[src/rtl/n8cs_bist_driver_pkg.sv]
// Shared types and golden-model helpers for the comparator BIST engine.
package n8cs_bist_pkg;

  typedef enum logic [1:0] {
    IDLE   = 2'd0,
    SETTLE = 2'd1,
    SAMPLE = 2'd2,
    DONE   = 2'd3
  } bist_state_t;

  // Reference comparator result {ee, gg} for unsigned operands of up to 8 bits.
  function automatic logic [1:0] cmp_golden(input logic [7:0] a, input logic [7:0] b);
    return {a == b, a > b};
  endfunction

  // Increment that sticks at max instead of wrapping.
  function automatic logic [16:0] sat_inc(input logic [16:0] v, input logic [16:0] max);
    return (v == max) ? v : v + 17'd1;
  endfunction

endpackage

[src/rtl/n8cs_bist_driver_if.sv]
// Operand/result bundle between the BIST driver and the comparator under test.
interface n8cs_bist_driver_if #(
  parameter int WIDTH = 8
);
  logic [WIDTH-1:0] aa;
  logic [WIDTH-1:0] bb;
  logic             ee_in;
  logic             gg_in;

  modport master (output aa, output bb, input ee_in, input gg_in);
  modport slave  (input aa, input bb, output ee_in, output gg_in);
endinterface

[src/rtl/n8cs_bist_checker.sv]
// Compares the comparator's answer with the golden model; X/Z counts as wrong.
module n8cs_bist_checker
  import n8cs_bist_pkg::*;
#(
  parameter int WIDTH = 8
) (
  input  logic [WIDTH-1:0] aa,
  input  logic [WIDTH-1:0] bb,
  input  logic             ee_in,
  input  logic             gg_in,
  output logic             mismatch
);
  logic [1:0] gold;

  // Case inequality so an unknown result from the comparator is flagged.
  assign gold     = cmp_golden(8'(aa), 8'(bb));
  assign mismatch = (ee_in !== gold[1]) || (gg_in !== gold[0]);
endmodule

[src/rtl/n8cs_bist_driver.sv]
// Sweeps every {aa,bb} pair, holds each for SETTLE_CYCLES, samples and
// scores the comparator, and keeps error count plus the first failing pair.
module n8cs_bist_driver
  import n8cs_bist_pkg::*;
#(
  parameter int WIDTH         = 8,
  parameter int SETTLE_CYCLES = 18
) (
  input  logic                  clk,
  input  logic                  rst,
  input  logic                  start,
  n8cs_bist_driver_if.master    cmp,
  output logic                  busy,
  output logic                  done,
  output logic                  pass,
  output logic [2*WIDTH:0]      err_count,
  output logic [WIDTH-1:0]      first_fail_aa,
  output logic [WIDTH-1:0]      first_fail_bb
);
  localparam int CW   = 2*WIDTH + 1;
  localparam int CNTW = (SETTLE_CYCLES > 1) ? $clog2(SETTLE_CYCLES) : 1;
  localparam logic [CNTW-1:0] CNT_LAST = CNTW'(SETTLE_CYCLES - 1);
  localparam logic [16:0]     ERR_MAX  = 17'((64'd1 << CW) - 64'd1);

  bist_state_t        state_q, state_d;
  logic [CNTW-1:0]    cnt_q, cnt_d;
  logic [2*WIDTH-1:0] vec_q, vec_d;
  logic [CW-1:0]      err_q, err_d;
  logic [WIDTH-1:0]   ff_aa_q, ff_aa_d, ff_bb_q, ff_bb_d;
  logic               fail_seen_q, fail_seen_d;
  logic               busy_q, busy_d, done_q, done_d;
  logic               mismatch;

  n8cs_bist_checker #(.WIDTH(WIDTH)) u_checker (
    .aa       (vec_q[2*WIDTH-1:WIDTH]),
    .bb       (vec_q[WIDTH-1:0]),
    .ee_in    (cmp.ee_in),
    .gg_in    (cmp.gg_in),
    .mismatch (mismatch)
  );

  // Next-state: sweep sequencing, error scoring and first-fail capture.
  always_comb begin
    state_d     = state_q;
    cnt_d       = cnt_q;
    vec_d       = vec_q;
    err_d       = err_q;
    ff_aa_d     = ff_aa_q;
    ff_bb_d     = ff_bb_q;
    fail_seen_d = fail_seen_q;
    busy_d      = busy_q;
    done_d      = done_q;
    case (state_q)
      IDLE, DONE: begin
        if (start) begin
          state_d     = SETTLE;
          cnt_d       = '0;
          vec_d       = '0;
          err_d       = '0;
          ff_aa_d     = '0;
          ff_bb_d     = '0;
          fail_seen_d = 1'b0;
          busy_d      = 1'b1;
          done_d      = 1'b0;
        end
      end
      SETTLE: begin
        if (cnt_q == CNT_LAST) begin
          cnt_d   = '0;
          state_d = SAMPLE;
        end else begin
          cnt_d = cnt_q + CNTW'(1);
        end
      end
      SAMPLE: begin
        if (mismatch) begin
          err_d = CW'(sat_inc(17'(err_q), ERR_MAX));
          if (!fail_seen_q) begin
            ff_aa_d     = vec_q[2*WIDTH-1:WIDTH];
            ff_bb_d     = vec_q[WIDTH-1:0];
            fail_seen_d = 1'b1;
          end
        end
        // Operands hold at all-ones once the sweep completes.
        if (&vec_q) begin
          state_d = DONE;
          busy_d  = 1'b0;
          done_d  = 1'b1;
        end else begin
          vec_d   = vec_q + (2*WIDTH)'(1);
          state_d = SETTLE;
        end
      end
      default: state_d = IDLE;
    endcase
  end

  // State and result registers; reset aborts any sweep in progress.
  always_ff @(posedge clk or posedge rst) begin
    if (rst) begin
      state_q     <= IDLE;
      cnt_q       <= '0;
      vec_q       <= '0;
      err_q       <= '0;
      ff_aa_q     <= '0;
      ff_bb_q     <= '0;
      fail_seen_q <= 1'b0;
      busy_q      <= 1'b0;
      done_q      <= 1'b0;
    end else begin
      state_q     <= state_d;
      cnt_q       <= cnt_d;
      vec_q       <= vec_d;
      err_q       <= err_d;
      ff_aa_q     <= ff_aa_d;
      ff_bb_q     <= ff_bb_d;
      fail_seen_q <= fail_seen_d;
      busy_q      <= busy_d;
      done_q      <= done_d;
    end
  end

  assign cmp.aa        = vec_q[2*WIDTH-1:WIDTH];
  assign cmp.bb        = vec_q[WIDTH-1:0];
  assign busy          = busy_q;
  assign done          = done_q;
  assign err_count     = err_q;
  assign first_fail_aa = ff_aa_q;
  assign first_fail_bb = ff_bb_q;
  assign pass          = done_q && (err_q == '0);
endmodule

[src/flat_wrapper.sv]
// flat-port wrapper written by rule: the top's interface ports become plain ports
module n8cs_bist_driver_flat import n8cs_bist_pkg::*;
#(
  parameter int WIDTH         = 8,
  parameter int SETTLE_CYCLES = 18
)
  (clk, rst, start, busy, done, pass, err_count, first_fail_aa, first_fail_bb, cmp_aa, cmp_bb, cmp_ee_in, cmp_gg_in);
  n8cs_bist_driver_if #(.WIDTH(WIDTH)) cmp_i ();
  input  logic clk;
  input  logic rst;
  input  logic start;
  output logic busy;
  output logic done;
  output logic pass;
  output logic [2*WIDTH:0] err_count;
  output logic [WIDTH-1:0] first_fail_aa;
  output logic [WIDTH-1:0] first_fail_bb;
  output wire logic [$bits(cmp_i.aa)-1:0] cmp_aa;
  output wire logic [$bits(cmp_i.bb)-1:0] cmp_bb;
  input wire logic [$bits(cmp_i.ee_in)-1:0] cmp_ee_in;
  input wire logic [$bits(cmp_i.gg_in)-1:0] cmp_gg_in;
  assign cmp_aa = cmp_i.aa;
  assign cmp_bb = cmp_i.bb;
  assign cmp_i.ee_in = cmp_ee_in;
  assign cmp_i.gg_in = cmp_gg_in;
  n8cs_bist_driver #(.WIDTH(WIDTH), .SETTLE_CYCLES(SETTLE_CYCLES)) u_core (.clk(clk), .rst(rst), .start(start), .cmp(cmp_i), .busy(busy), .done(done), .pass(pass), .err_count(err_count), .first_fail_aa(first_fail_aa), .first_fail_bb(first_fail_bb));
endmodule
[config.mk]
export PLATFORM = sky130hd
export DESIGN_NAME = n8cs_bist_driver_flat
export DESIGN_NICKNAME = d
export VERILOG_FILES = /design/src/rtl/n8cs_bist_driver_pkg.sv /design/src/rtl/n8cs_bist_driver_if.sv /design/src/rtl/n8cs_bist_checker.sv /design/src/rtl/n8cs_bist_driver.sv /design/src/flat_wrapper.sv
export SDC_FILE = /design/constraint.sdc
export NUM_CORES = 1
export LEC_CHECK = 0
export ABC_AREA = 1
export CAP_MARGIN = 20
export CORE_ASPECT_RATIO = 0.7
export CORE_MARGIN = 2
export CORE_UTILIZATION = 55
export DETAILED_ROUTE_END_ITERATION = 8
export PLACE_DENSITY_LB_ADDON = 0.15
export SYNTH_ARGS = -nofsm -noshare
export SYNTH_HDL_FRONTEND = slang
export SYNTH_SLANG_ARGS = --single-unit
[constraint.sdc]
create_clock -name clk -period 3.1 [get_ports clk]
set_input_delay 0.62 -clock clk [delete_from_list [all_inputs] [get_ports clk]]
set_output_delay 0.62 -clock clk [all_outputs]
set_load 0.1 [all_outputs]
## Word level (Yosys, flattened, before mapping)

Index checks and enable logic that the tools add are counted.

| operators by class | value |
|---|---|
| add/sub/neg operators | 3 |
| multiply operators | 0 |
| div/mod/pow operators | 0 |
| $lt $le $gt $ge | 1 |
| equal/unequal tests | 15 |
| shifts and indexed selects | 0 |
| mux-type cells | 29 |
| bitwise operators | 0 |
| reduce and logical (&&, ||, !) cells | 15 |

Operators by type and width:

| operator | count |
|---|---|
| two-way mux 17 bit | 3 |
| two-way mux 8 bit | 5 |
| one-hot mux 17 bit (2 select lines) | 1 |
| two-way mux 16 bit | 2 |
| one-hot mux 16 bit (2 select lines) | 1 |
| one-hot mux 8 bit (2 select lines) | 2 |
| adder 17 x 1 -> 17 bit (second input constant) | 1 |
| == test 17 bit (second input constant) | 1 |
| zero test 17 bit | 1 |
| adder 16 x 1 -> 16 bit (second input constant) | 1 |
| AND reduction 16 bit | 1 |
| two-way mux 5 bit | 2 |
| one-hot mux 5 bit (2 select lines) | 1 |
| AND reduction 3 bit | 3 |
| == test 8 bit | 1 |
| greater-than comparator 8 bit | 1 |
| inequality test 2 bit (second input constant) | 4 |
| AND reduction 4 bit | 2 |
| two-way mux 2 bit | 3 |
| inequality test 2 x 1 -> 1 bit (second input constant) | 3 |
| one-hot mux 1 bit (2 select lines) | 3 |
| one-hot mux 2 bit (3 select lines) | 1 |
| adder 5 x 1 -> 5 bit (second input constant) | 1 |
| == test 5 bit (second input constant) | 1 |
| other kinds (10) | 18 |

| word-level totals | value |
|---|---|
| register bits | 59 |
| latch bits | 0 |
| memory bits (writable) | 0 |
| bits in read-only memories | 0 |
| input port bits | 5 |
| output and inout bits | 52 |
| word-level logic and storage cells | 72 |
| memories kept | 0 |

## Logic depth before layout (Yosys ltp)

Gate-level depths: netlist (run 1).

| depth | value |
|---|---|
| depth after elaboration | 5 |
| mapped depth | 16 |
| gate-level depth less buffers | 15 |

## Modules after synthesis

Synthesis (run 1) repeated with hierarchy kept, for this count alone.

| second synthesis, totals | value |
|---|---|
| cell total of the unflattened synthesis | 482 |
| area, all modules | 3,513.4 um2 |

By module, submodules not included:

| module | times used | cells each | area each (um2) | seq. area each (um2) |
|---|---|---|---|---|
| n8cs_bist_driver | 1 | 441 | 3,243.1 | 1,476.4 |
| n8cs_bist_checker | 1 | 41 | 270.3 | 0.0 |

## Worst setup path after synthesis (run 1)

Ideal clock, no wire load.

| timing | value |
|---|---|
| kind | register -> output |
| start point | reg u_core.err_q[9] (netlist: u_core.err_count[9]) |
| end point | out pass |
| arrival time | 4.268 ns |
| data required time | 2.480 ns |
| slack | -1.788 ns |
| stages on the path, launching flop included | 5 |
| cells stage by stage | dfrtp_1 -> buf_2 -> nor4_1 -> nand4_1 -> nor4_1 |

| between the ends | value |
|---|---|
| longest elaborated chain between the ends | 2 |

Ends and longest elaborated chain:

| item | line | source |
|---|---|---|
| from (decl) | n8cs_bist_driver.sv:28 | `logic [CW-1:0] err_q, err_d;` |
| from (signal assigned) | n8cs_bist_driver.sv:114 | `err_q <= err_d;` |
| zero test 17 bit | n8cs_bist_driver.sv:130 | `assign pass = done_q && (err_q == '0);` |
| logical AND 1 bit | n8cs_bist_driver.sv:130 |  |
| to (decl) | flat_wrapper.sv:14 | `output logic pass;` |

No other way between the ends.

## Final worst setup path (run 1)

Ends and elaborated chain as after synthesis.

==> flow_results.org, run 1 <==
** Setup path
- R2r endpoint :: u_core.first_fail_aa[5]
- Startpoint class of the critical path :: flop
- Slack of the worst reg-to-reg path :: approximately 0.49 ns
- Critical Path, Cell by Cell :: nor4_1 -> nand4_1 -> nor4_4 -> buf_4
- Crit path required time :: between 2 and 2.5 ns
- The worst setup path is captured at a primary output.
- The critical path is of the reg2out type.
- On the worst path, the slowest cell contributes a delay of 0.47 ns.
- Reg-to-Reg Start :: u_core.vec_q[7]
- CP max FO :: 10
- Data arrival time of the critical path :: between 2 and 2.5 ns
- Length in cells of the worst reg-to-reg path :: 11
- On the critical path, the stage with the largest delay is an instance of sky130_fd_sc_hd__dfrtp_2.

** Floorplanning
- During I/O placement, the number of pins put on the boundary was 57.
- For this configuration, the core starts out at a cell density of 0.569.
- Standard-cell row count :: 25
- The die covers roughly 7700 um2.
- The floorplan step set the die width to approximately 100 um.
- The core region is about 6800 um2.
- From bottom edge to top edge, the die measures 74.1 um.

** Power and ir drop
- Power per standard cell area :: ~660 nW/um2
- Cell leakage power :: approximately 2.4 nW
- IR analysis of the VDD net gives a maximum drop of 0.784 mV.

** Synth
- Synthesis produced a netlist with a net count of between 500 and 600.
- Counting flops with a built-in enable in the synthesized netlist gives 0.
- For this run, the leading register cell type out of synthesis is sky130_fd_sc_hd__dfrtp_1.
- After technology mapping, the gate count stands at 511.
- Summed over all instances, the cell type with the most area after synthesis is sky130_fd_sc_hd__dfrtp_1.
- Each instance of the synthesized netlist takes up on average between 7 and 8 um2.
- Counting instances in the post-synthesis netlist gives the leading cell types as sky130_fd_sc_hd__nand2_1 (161), sky130_fd_sc_hd__inv_1 (62), sky130_fd_sc_hd__dfrtp_1 (59).
- Of the post-synthesis cell area, the dominant cell type holds 0.382.
- Largest cells by area after synthesis :: sky130_fd_sc_hd__dfrtp_1 (38%), sky130_fd_sc_hd__nand2_1 (16%), sky130_fd_sc_hd__nand4_1 (7.4%)
- For this run, asynchronously set or reset flops after synthesis account for 1.00.
- In this run the cell area of the synthesized design comes to between 3000 and 4000 um2.
- Most frequent cell after synthesis :: sky130_fd_sc_hd__nand2_1
- Register bit count reported by yosys :: 59
- The share of the Yosys chip area taken by registers is 0.382.
- The Yosys step of the flow raised 0 warnings.
- Number of distinct library cells after synthesis :: a little over 40

** Placement
- Placed wire-length estimate after detailed placement :: about 7000 um
- The count of buffers added on input and output ports is 56.
- At the end of routability-driven placement, the weighted congestion stood at approximately 0.95.

** Clock tree
- Clock tree from TritonCTS :: yes
- Counting the buffers created by CTS gives 9.
- Clock latency on the worst-skew pair :: 0.34 ns
- Root Buffer Master :: sky130_fd_sc_hd__clkbuf_8
- Clock-pin slew of the registers on the worst-case setup and hold paths :: around 0.070 ns
- The H-tree generated during clock tree synthesis spans 3 levels.
- No sink is reached through more buffers than the 2 on the longest clock path.
- Post-CTS timing repair inserted 0 buffers for setup.
- The number of hold buffers added after CTS was 0.
- The tree built by TritonCTS fans out to 59 sinks.

** Min path
- In this run the worst hold path is classified as reg2reg.
- Worst-case hold path end point :: u_core.first_fail_bb[1]
- Number of stages on the worst hold path :: 2
- The startpoint identified for the worst hold timing path is u_core.first_fail_bb[1].

** Route
- The routed layout has 3690 vias.
- Summed over all layers, the routed wires come to approximately 9800 um.
- Drt wl/cell :: approximately 15 um
- Post-route DRC violation count :: 0
- Number of nets with antenna violations after routing :: 0
- Vias per inst :: 5.57
- The detailed router finished its first iteration with 316 violations.
- The first detailed-routing pass ran for 5 iterations.

** STA
- Setup violations remaining at the end of the flow were counted as 0.
- Total Neg Setup Slack :: 0 ns
- Between clock sinks in the finished design, the worst skew comes to 0.00894 ns.
- Setup repair after global routing missed its margin :: false
- Worst-Margin Slew :: around 0.73 ns
- Static timing analysis puts the maximum clock frequency at 375 MHz.
- Number of endpoints with negative hold slack in the final report :: 0
- After layout, the minimum clock period comes to about 2.7 ns.
- The count of pins over their slew limit came to 0.
- Fin Hold WS :: between 0.4 and 0.5 ns
- Of the available clock period, the critical path in the final layout requires 0.861.
- Measured against its own limit, the worst slew margin works out to 0.514.

** Global routing
- Number of global-route vias before repair :: around 3200
- The first global-routing pass estimated 16200 um of wire.
- Pin count of the biggest net entering global routing :: a little over 40
- Number of antenna violations at the first check in global routing :: 0
- All-layer global routing usage :: 0.264
- Summed over all layers, the global routing overflow is 0.

** Layout
- Fin util :: 0.670
- Fill cells :: a little under 600
- Final-stage net count :: approximately 600
- In the final layout, the share of cells above drive strength 1 is 0.183.
- The area growth from synthesis to layout is 17.7%.
- Total inserted antenna cells :: 0

** Outcome
- The run finished with clean final reports.

** Job
- Total of max-cap violations :: 0
==> metal layers <==
| metal | wire [um] | part of all wire | GRT usage |
|---|---|---|---|
| met4 | 116 | 0.012 | 0.0676 |
| met3 | 754 | 0.077 | 0.0745 |
| met5 | 0 | 0 | 0 |
| met1 | 4720 | 0.48 | 0.378 |
| met2 | 4220 | 0.43 | 0.401 |
==> power breakdown <==
group,internal [mW],switching (mW)
clock,0.386,0.298
sequential,0.839,0.0723
combinational,0.323,1.10
==> cells by family after synthesis <==
logic type	synth area share
buf+inv	0.0923
flops	0.382
compound gates	0.0777
xor+xnor	0.0159
fa+ha+maj	0.0550
simple gates	0.377
==> metrics by stage <==
stage                     total power [mW]  cells  instance area, um2  setup WS, ns
after detailed placement              2.34    648                4360         0.357
final                                 3.02    663                4550         0.431
after global placement                2.31    648                4360         0.514
after floorplan                       2.11    511                3880        0.0614
after global routing                  3.20    663                4550         0.233
after CTS                             3.03    663                4550         0.315
==> state kept, by name, indices dropped and copies added, names as in the netlist <==
register and flops:
u_core.err_count 17, u_core.vec_q 16, u_core.first_fail_aa 8, u_core.first_fail_bb 8
u_core.cnt_q 5, u_core.state_q 2, u_core.busy 1, u_core.done 1
u_core.fail_seen_q 1
==> critical path, delay by kind of cell (launching register included) <==
family,cells,cell delay (ns)
buffers and inverters,1,0.33
DFF,1,0.47
and+or+nand+nor,3,0.90
==> layout make-up <==
class	instances	area, um2	share of cell area
inverters	63	239	0.0525
well taps	94	118	0.0259
flip-flops and latches	59	1480	0.325
multi-input cells	371	2050	0.450
clock inverters	3	40.0	0.00880
repair buffers	61	480	0.106
clock buffers	12	145	0.0319
==> layout by cell type (no fill, tap or decap), types with 3 or more instances in the layout <==
cell and n:
sky130_fd_sc_hd__nand2_1 160, sky130_fd_sc_hd__inv_1 61, sky130_fd_sc_hd__dfrtp_1 58, sky130_fd_sc_hd__buf_4 56
sky130_fd_sc_hd__nand4_1 46, sky130_fd_sc_hd__nor2_1 41, sky130_fd_sc_hd__ha_1 17, sky130_fd_sc_hd__nand3_1 16
sky130_fd_sc_hd__a21oi_1 14, sky130_fd_sc_hd__o21ai_0 13, sky130_fd_sc_hd__clkbuf_8 10, sky130_fd_sc_hd__nor3_1 9
sky130_fd_sc_hd__o21ai_2 7, sky130_fd_sc_hd__xor2_1 6, sky130_fd_sc_hd__nand3_2 4, sky130_fd_sc_hd__nor4_1 4
sky130_fd_sc_hd__clkdlybuf4s50_1 4, sky130_fd_sc_hd__nand3_4 3, sky130_fd_sc_hd__nand2_2 3, sky130_fd_sc_hd__nor3_2 3
sky130_fd_sc_hd__o21a_1 3, sky130_fd_sc_hd__o31ai_1 3
==> how the worst max path moves through the flow <==
stage | start | end | slack, ns | cells past startpoint
after floorplan | u_core.err_count[10] | pass | 0.06 | 3
after global placement | u_core.err_count[0] | u_core.err_count[0] | 0.51 | 12
after detailed placement | u_core.err_count[0] | u_core.err_count[14] | 0.36 | 12
after CTS | u_core.err_count[0] | u_core.err_count[13] | 0.32 | 12
after global routing | u_core.vec_q[6] | u_core.first_fail_aa[5] | 0.23 | 11
final | u_core.err_count[9] | pass | 0.43 | 4
==> timing repair <==
item,in CTS,in global routing
gates resized for setup,0,1
endpoints found under the hold margin,0,0
endpoints found under the setup margin,0,6
Note: power is estimated with default switching activity, not from simulation.
==> inputs of run 2 (changes only) <==
GPL_TIMING_DRIVEN = 0   (was default)
SKIP_CTS_REPAIR_TIMING = 1   (was default)
==> flow_results.org, run 2 (synthesis results as in run 1) <==
** Outcome
- Outcome :: completed (unchanged)

** STA
- The post-layout worst setup margin is 0.116 ns (was 0.431 ns).
- Max-slew headroom :: 0.306 (was 0.514)
- Setup repair after global routing missed its margin :: false (unchanged)
- Total Neg Setup Slack :: 0 ns (unchanged)
- Max Clk Rate :: 335 MHz (was 375 MHz)
- The minimum clock period after layout is 2.98 ns (was 2.67 ns).
- Fin Clk Skew :: 0.0116 ns (was 0.00894 ns)
- Max-slew violation count :: 0 (unchanged)
- The slew of the pin with the lowest slew margin is 1.04 ns (was 0.728 ns).
- The count of endpoints failing hold in the final timing report was 0 (unchanged).
- The final critical-path share of the clock period is 0.962 (was 0.861).
- Number of setup violations in the final report :: 0 (unchanged)
- Fin Hold WS :: 0.474 ns (was 0.470 ns)

** Layout
- The synthesis-to-finish area growth is 23.4% (was 17.7%).
- The post-layout instance area was 4770 um2 (was 4550 um2).
- Fin util :: 0.702 (was 0.670)
- The number of inserted diodes was 0 (unchanged).
- Max FFs per register :: 17 (unchanged)
- Share of layout cells above drive strength 1 :: 0.110 (was 0.183)
- The commonest non-fill, non-tap cell in the layout was sky130_fd_sc_hd__nand2_1 (unchanged).
- Layout Cells excl Fill :: 676 (was 663)
- Final-stage net count :: 601 (was 587)
- Commonest cells after routing, fill and taps aside :: sky130_fd_sc_hd__nand2_1 (160), sky130_fd_sc_hd__inv_1 (61), sky130_fd_sc_hd__dfrtp_1 (58), sky130_fd_sc_hd__clkdlybuf4s50_1 (55), sky130_fd_sc_hd__nand4_1 (46) (was sky130_fd_sc_hd__nand2_1 (160), sky130_fd_sc_hd__inv_1 (61), sky130_fd_sc_hd__dfrtp_1 (58), sky130_fd_sc_hd__buf_4 (56), sky130_fd_sc_hd__nand4_1 (46))

** Global routing
- Number of antenna violations at the first check in global routing :: 0 (unchanged)
- The global-route wire length before repair came to 17500 um (was 16200 um).
- All-layer global routing usage :: 0.292 (was 0.264)
- The sum of overflow across all layers after global routing was 0 (unchanged).
- The via count of the first global-routing pass was 3452 (was 3236).
- The pin count of the biggest net entering global routing was 41 (unchanged).

** Power and ir drop
- The sequential group share of total power is 0.286 (was 0.301).
- Share of total power consumed by net switching :: 0.482 (was 0.488)
- Share of power burned in combinational logic :: 0.498 (was 0.472)
- The part of the total power dissipated in the clock network is 0.216 (was 0.226).
- Cell leakage power :: 2.31 nW (was 2.36 nW)
- The power per cell area was 669 nW/um2 (was 665 nW/um2).
- Worst-case vdd ir drop :: 0.558 mV (was 0.784 mV)
- The overall power of the completed layout was 3.19 mW (was 3.02 mW).
- Power dissipated by switching net loads :: 1.54 mW (was 1.48 mW)
- The total internal power was 1.65 mW (was 1.55 mW).

** Route
- First-pass iteration count of the detailed router :: 5 (unchanged)
- The average routed wire per standard cell is 16.1 um (was 14.8 um).
- Detailed Route Iter0 Violations :: 388 (was 316)
- Drt total wl :: 10900 um (was 9810 um)
- The total DRC errors in the routed layout was 0 (unchanged).
- Number of nets with antenna violations after routing :: 0 (unchanged)
- Via count :: 3878 (was 3690)
- The mean number of vias per cell was 5.74 (was 5.57).

** Placement
- Standard cell area after detailed placement :: 4580 um2 (was 4360 um2)
- The instance count after placement with tap cells included came to 662 (was 648).
- Placed wire-length estimate after detailed placement :: 7970 um (was 6900 um)
- The minimum setup slack after placement came to -0.248 ns (was 0.357 ns).
- The final weighted congestion in routability-driven placement was 0.977 (was 0.947).
- The quantity of I/O buffers inserted on ports is 56 (unchanged).

** Min path
- Min-delay worst type :: reg2reg (unchanged)

** Clock tree
- Clock latency on the worst-skew pair :: 0.35 ns (was 0.34 ns)
- Clk buf depth :: 2 (unchanged)
- The clock tree from TritonCTS was yes (unchanged).
- The CTS sink count was 59 (unchanged).
- Clock-pin slew of the registers on the worst-case setup and hold paths :: 0.07 ns (about the same)
- The number of levels in the clock H-tree is 3 (unchanged).
- Total clock buffers created by CTS :: 9 (unchanged)
- The clock tree root buffer cell is sky130_fd_sc_hd__clkbuf_8 (unchanged).

** Floorplanning
- Core Box Area :: 6790 um2 (unchanged)
- Initial cell density of the core :: 0.569 (unchanged)
- The count of standard-cell rows is 25 (unchanged).
- Overall die height :: 74.1 um (unchanged)
- I/O Pins :: 57 (unchanged)
- Die X-Extent :: 104 um (unchanged)
- The die outline area was 7720 um2 (unchanged).

** Setup path
- Data arrival time of the critical path :: 2.36 ns (was 2.05 ns)
- The length in cells of the worst reg-to-reg path was 12 (was 11).
- R2r endpoint :: u_core.err_count[5] (was u_core.first_fail_aa[5])
- The type of the worst setup path was reg2out (unchanged).
- Element type at the critical path end :: primary output (unchanged)
- The data required time of the critical path was 2.48 ns (about the same).
- The setup slack of the worst register-to-register path was 0.34 ns (was 0.49 ns).
- The critical-path maximum fanout was 9 (was 10).
- Startpoint class of the critical path :: flop (unchanged)
- The startpoint of the worst-slack reg-to-reg timing path is u_core.err_count[0] (was u_core.vec_q[7]).
- Origin of the worst setup path :: u_core.err_count[9] (unchanged)
- Capturing element of the worst setup path :: pass (unchanged)

** Job
- The number of maximum-capacitance constraint violations came to 0 (unchanged).
run 2: how the worst min path moves through the flow:
stage	startpoint	to	slack (ns)	cells after the start
floorplan	u_core.fail_seen_q	u_core.fail_seen_q	0.50	2
global placement	u_core.first_fail_bb[0]	u_core.first_fail_bb[0]	0.45	2
detailed placement	u_core.first_fail_bb[1]	u_core.first_fail_bb[1]	0.46	2
CTS	u_core.first_fail_bb[1]	u_core.first_fail_bb[1]	0.47	2
global route	u_core.first_fail_bb[1]	u_core.first_fail_bb[1]	0.50	2
finish	u_core.first_fail_bb[1]	u_core.first_fail_bb[1]	0.47	2
run 2: routing by layer:
layer	up-vias	wire (um)	GRT usage
met5	-	0	0
li1	1819	-	-
met2	178	4730	0.446
met3	17	947	0.0649
met4	0	137	0.0871
met1	1864	5080	0.423
run 2: area by class of cell:
cell class	instances	area, um2
clock buffer	11	141
fill	562	2020
inverter	63	239
sequential	59	1480
timing repair buffer	57	578
buffer	18	119
clock inverter	3	40.0
multi-input combinational	371	2060
tap	94	118
run 2: worst max-delay path, stage by stage (launching register included):
cell                       delay (ns)
sky130_fd_sc_hd__dfrtp_2         0.40
sky130_fd_sc_hd__buf_2           0.17
sky130_fd_sc_hd__nor4_1          0.45
sky130_fd_sc_hd__nand4_1         0.33
sky130_fd_sc_hd__nor4_4          0.30
sky130_fd_sc_hd__clkbuf_4        0.38
run 2: power groups by stage:
stage               Clock [mW]  Sequential (mW)  Combinational [mW]
floorplan                    0             1.13               0.984
global placement             0            0.922                1.53
detailed placement           0            0.926                1.57
CTS                      0.694            0.912                1.58
global route             0.720            0.924                1.71
finish                   0.690            0.911                1.59
